--- config.mk ---
export PLATFORM = sky130hd
export DESIGN_NAME = xor_gate_core
export DESIGN_NICKNAME = d
export VERILOG_FILES = /design/src/rtl/xor_gate_core.sv
export SDC_FILE = /design/constraint.sdc
export NUM_CORES = 1
export LEC_CHECK = 0
export ABC_AREA = 1
export CAP_MARGIN = 20
export CORE_MARGIN = 3
export CORE_UTILIZATION = 41
export DETAILED_ROUTE_END_ITERATION = 16
export GPL_ROUTABILITY_DRIVEN = 0
export PLACE_DENSITY = 0.78
export RECOVER_POWER = 100
export SYNTH_ARGS = -nofsm -noshare
export SYNTH_HDL_FRONTEND = slang
export SYNTH_SLANG_ARGS = --single-unit
--- constraint.sdc ---
create_clock -name clk -period 2.15 [get_ports clk]
set_input_delay 0.3225 -clock clk [delete_from_list [all_inputs] [get_ports clk]]
set_output_delay 0.3225 -clock clk [all_outputs]
set_load 0.05 [all_outputs]
--- src/rtl/xor_gate_core.sv ---
// Bitwise XOR leaf primitive: combinational result, registered copy with valid,
// parity of the registered result and a saturating count of differing cycles.
module xor_gate_core #(
  parameter int WIDTH = 1,
  parameter int CNT_W = 16
) (
  input  logic             clk,
  input  logic             rst_n,
  input  logic [WIDTH-1:0] inA,
  input  logic [WIDTH-1:0] inB,
  input  logic             in_valid,
  input  logic             clr_cnt,
  output logic [WIDTH-1:0] out,
  output logic [WIDTH-1:0] out_q,
  output logic             out_valid,
  output logic             parity,
  output logic [CNT_W-1:0] diff_cnt
);

  localparam logic [CNT_W-1:0] CNT_MAX = '1;

  // Increment that sticks at all-ones instead of wrapping.
  function automatic logic [CNT_W-1:0] sat_inc(input logic [CNT_W-1:0] cnt);
    if (cnt == CNT_MAX) begin
      return cnt;
    end
    return cnt + CNT_W'(1);
  endfunction

  logic [WIDTH-1:0] xor_w;
  logic [WIDTH-1:0] out_q_d;
  logic [WIDTH-1:0] out_q_q;
  logic             out_valid_d;
  logic             out_valid_q;
  logic [CNT_W-1:0] diff_cnt_d;
  logic [CNT_W-1:0] diff_cnt_q;

  assign xor_w = inA ^ inB;
  assign out   = xor_w;

  always_comb begin
    out_q_d     = out_q_q;
    out_valid_d = in_valid;
    diff_cnt_d  = diff_cnt_q;
    if (in_valid) begin
      out_q_d = xor_w;
    end
    // Clear wins over a same-cycle increment.
    if (clr_cnt) begin
      diff_cnt_d = '0;
    end else if (in_valid && (|xor_w)) begin
      diff_cnt_d = sat_inc(diff_cnt_q);
    end
  end

  // Input -> registered stage boundary
  always_ff @(posedge clk or negedge rst_n) begin
    if (!rst_n) begin
      out_q_q     <= '0;
      out_valid_q <= 1'b0;
      diff_cnt_q  <= '0;
    end else begin
      out_q_q     <= out_q_d;
      out_valid_q <= out_valid_d;
      diff_cnt_q  <= diff_cnt_d;
    end
  end

  assign out_q     = out_q_q;
  assign out_valid = out_valid_q;
  assign parity    = ^out_q_q;
  assign diff_cnt  = diff_cnt_q;

endmodule

==> reports/results.ini <==
[power]
p_leak_uw = 0.0006676
ir_drop_mv = 0.3309
power_density_nw_per_um2 = 472.0

[clocking]
clock_sinks = 18
clkLatencyLatePin_ps = 300
cts_root_buffer = clkbuf_4
path_clk_slew_ps = 110
post_cts_resized = 0
clock_path_buffers = 2
postCtsSetupRepairBufs = 0
cts_buffers = 3
htreeDepth = 1
cts.hold.buffers_added = 0
cts_tree = yes

[floorplanning]
num_rows = 18
fp.dieH_um = 59.28
ioPinCount = 26
initial_utilization = 0.4493
core_sq_um = 2590
die_area_sq_um = 3514
die_x_um = 59.28

[layout]
stdcell_area_sq_um = 1410
nets = 190
fin_util = 0.5444
syn_to_final_growth_pct = 21.18
diodes = 0
drive_gt1_frac = 0.09890
fillCellCount = 243

[critical_path]
path_depth = 1
slowest_stage = dlygate4sd3_1
ff2ff_setup_slack_ps = 320
crit_arrival_ps = 1680
crit_path_end = diff_cnt[10]
worstSetupStartpointType = flip-flop
endpoint_kind = output port
cp_num_buf_inv = 1
r2r-start = diff_cnt[0]
crit_required_ps = 1830
worstPathMaxFanout = 6
worstPathCellList = dlygate4sd3_1
cp_top_family = buffers and inverters
cp_slowest_stage_delay_ps = 910
reg2regPathDepth = 6
startpoint = diff_cnt[10]
reg2reg_to = diff_cnt[4]
crit_type = flip-flop to output port

[hold_path]
hold_class = flip-flop to flip-flop

[routing]
drt_iter0_drc = 41
drcViolationCount = 0
wl_met1_um = 1173
final_antenna_net_count = 0
dr.max_layer_used = met4
wl_met2_um = 1218
num_vias = 1051
vias_per_cell = 4.958
met3_length_um = 83
wl_per_cell_um = 11.74
dr.pass1.iters = 4
routed_wirelength_um = 2489

[synth]
ys_warn_count = 0
synth_cells = 155
syn-cell-area_sq_um = 1164
synth_nets = 162
syn_avg_cell_area_sq_um = 7.507
yosys.cell_types.count = 27
ys_seq_area_frac = 0.3871
ys_ff_latch = 18

[placed_design]
dp_hpwl_um = 1898
portBuffers = 25
dpl_cell_area_sq_um = 1421

[sta]
clock.fmax_mhz = 500.4
setup_viol = 0
finalClockSkew_ps = 5.762
max_slew_margin = 0.3541
rsz0062_at_grt = no
finalMaxSlewViolations = 0
hold_viol = 0
tns_ps = 0
worst_pin_slew_ps = 968.8
period_needed_ps = 1998
finalCritPeriodShare = 0.9294

[global_route]
grt.total_usage = 0.1603
grt_max_degree = 22
grt_pass1_wl_um = 4409
antenna_found_initial = 0
grt.overflow.total = 0
grt_pass1_vias = 1012

[flow_run]
cap_violations = 0

[run_status]
outcome = finished, final reports clean

flip-flops by register name (all words and copies together), names as in the netlist:
name	flops
diff_cnt	16
out_q	1
out_valid	1
power breakdown:
part,switching (uW),internal (uW),total (uW)
clock network,112,103,215
registers,6.73,345,352
logic,72.1,26.9,99.0
through the flow:
step / setup slack, ps / hold slack, ps / cells / total power [uW]
floorplan: 374.7 / 26.91 / 155 / 437.3
global placement: 385.7 / 538.5 / 208 / 472.6
detailed placement: 345.0 / 546.4 / 208 / 474.8
CTS: 206.6 / 340.6 / 212 / 686.1
global route: 90.93 / 590.1 / 212 / 688.9
finish: 151.8 / 552.2 / 212 / 665.6
layer usage:
metal  vias to the layer above  GRT usage
li1                        540          -
met1                       487     0.2147
met2                        22     0.2605
met3                         2    0.02179
met4                         0    0.06149
met5                         -          0
cell usage after synthesis:
master    instances  area share
buf_12            2       0.034
xor2_1            4       0.030
inv_2             2      0.0065
nand3b_1          1      0.0065
xnor2_1           2       0.015
nand2_2           3       0.016
or2_2             1      0.0054
ha_1              1       0.011
nor2_4            1      0.0097
nand3_2           1      0.0086
nor2_2            3       0.016
nor3_1            1      0.0043
nor2_1           16       0.052
clkinv_1          1      0.0032
o21ai_0           1      0.0043
nand3_1          10       0.043
and2_4            1      0.0075
buf_4             1      0.0065
o21ai_1           7       0.030
o21ai_2           5       0.038
nand2_1          53        0.17
nand4_1           4       0.022
o21bai_1          1      0.0065
nand2_4           1      0.0097
dfrtp_1          18        0.39
inv_1            13       0.042
nand3_4           1       0.015
worst min path at each step:
stage               startpoint            to  slack (ps)  cells after the start
floorplan                rst_n   diff_cnt[0]          30                      0
global placement         out_q         out_q         540                      2
detailed placement       out_q         out_q         550                      2
CTS                      rst_n  diff_cnt[10]         340                      2
global route             out_q         out_q         590                      2
finish                   out_q         out_q         550                      2
logic make-up after synthesis:
logic type      after synthesis  synth area share
fa+ha+maj                     1           0.01075
xor+xnor                      6           0.04516
simple gates                 97            0.3860
flops                        18            0.3871
compound gates               14           0.07849
buf+inv                      19           0.09248
layout by cell type (no fill, tap or decap), drive strengths merged:
master / instances
nand2: 57
dlygate4sd3: 22
nor2: 20
dfrtp: 18
inv: 15
o21ai: 13
nand3: 12
clkbuf: 6
nand4: 4
xor2: 4
xnor2: 2
clkdlybuf4s50: 2
and2: 1
clkinv: 1
nand3b: 1
o21bai: 1
nor3: 1
or2: 1
ha: 1
worst reg2reg max path, stage by stage, from the launching register on:
cell     delay [ps]
dfrtp_1         430
ha_1            230
nand3_2         130
nor2_1          360
nand3_4         100
nand2_2         300
o21ai_0         150
final cells by class:
cell class | instances | area [sq um] | share of cell area
clock buffer | 4 | 36.28 | 0.02573
inverter | 16 | 60.06 | 0.04259
timing repair buffer | 26 | 247.7 | 0.1757
tap | 30 | 37.54 | 0.02662
sequential | 18 | 450.4 | 0.3194
multi-input combinational | 118 | 578.1 | 0.4099
(Power assumes the default switching activity.)
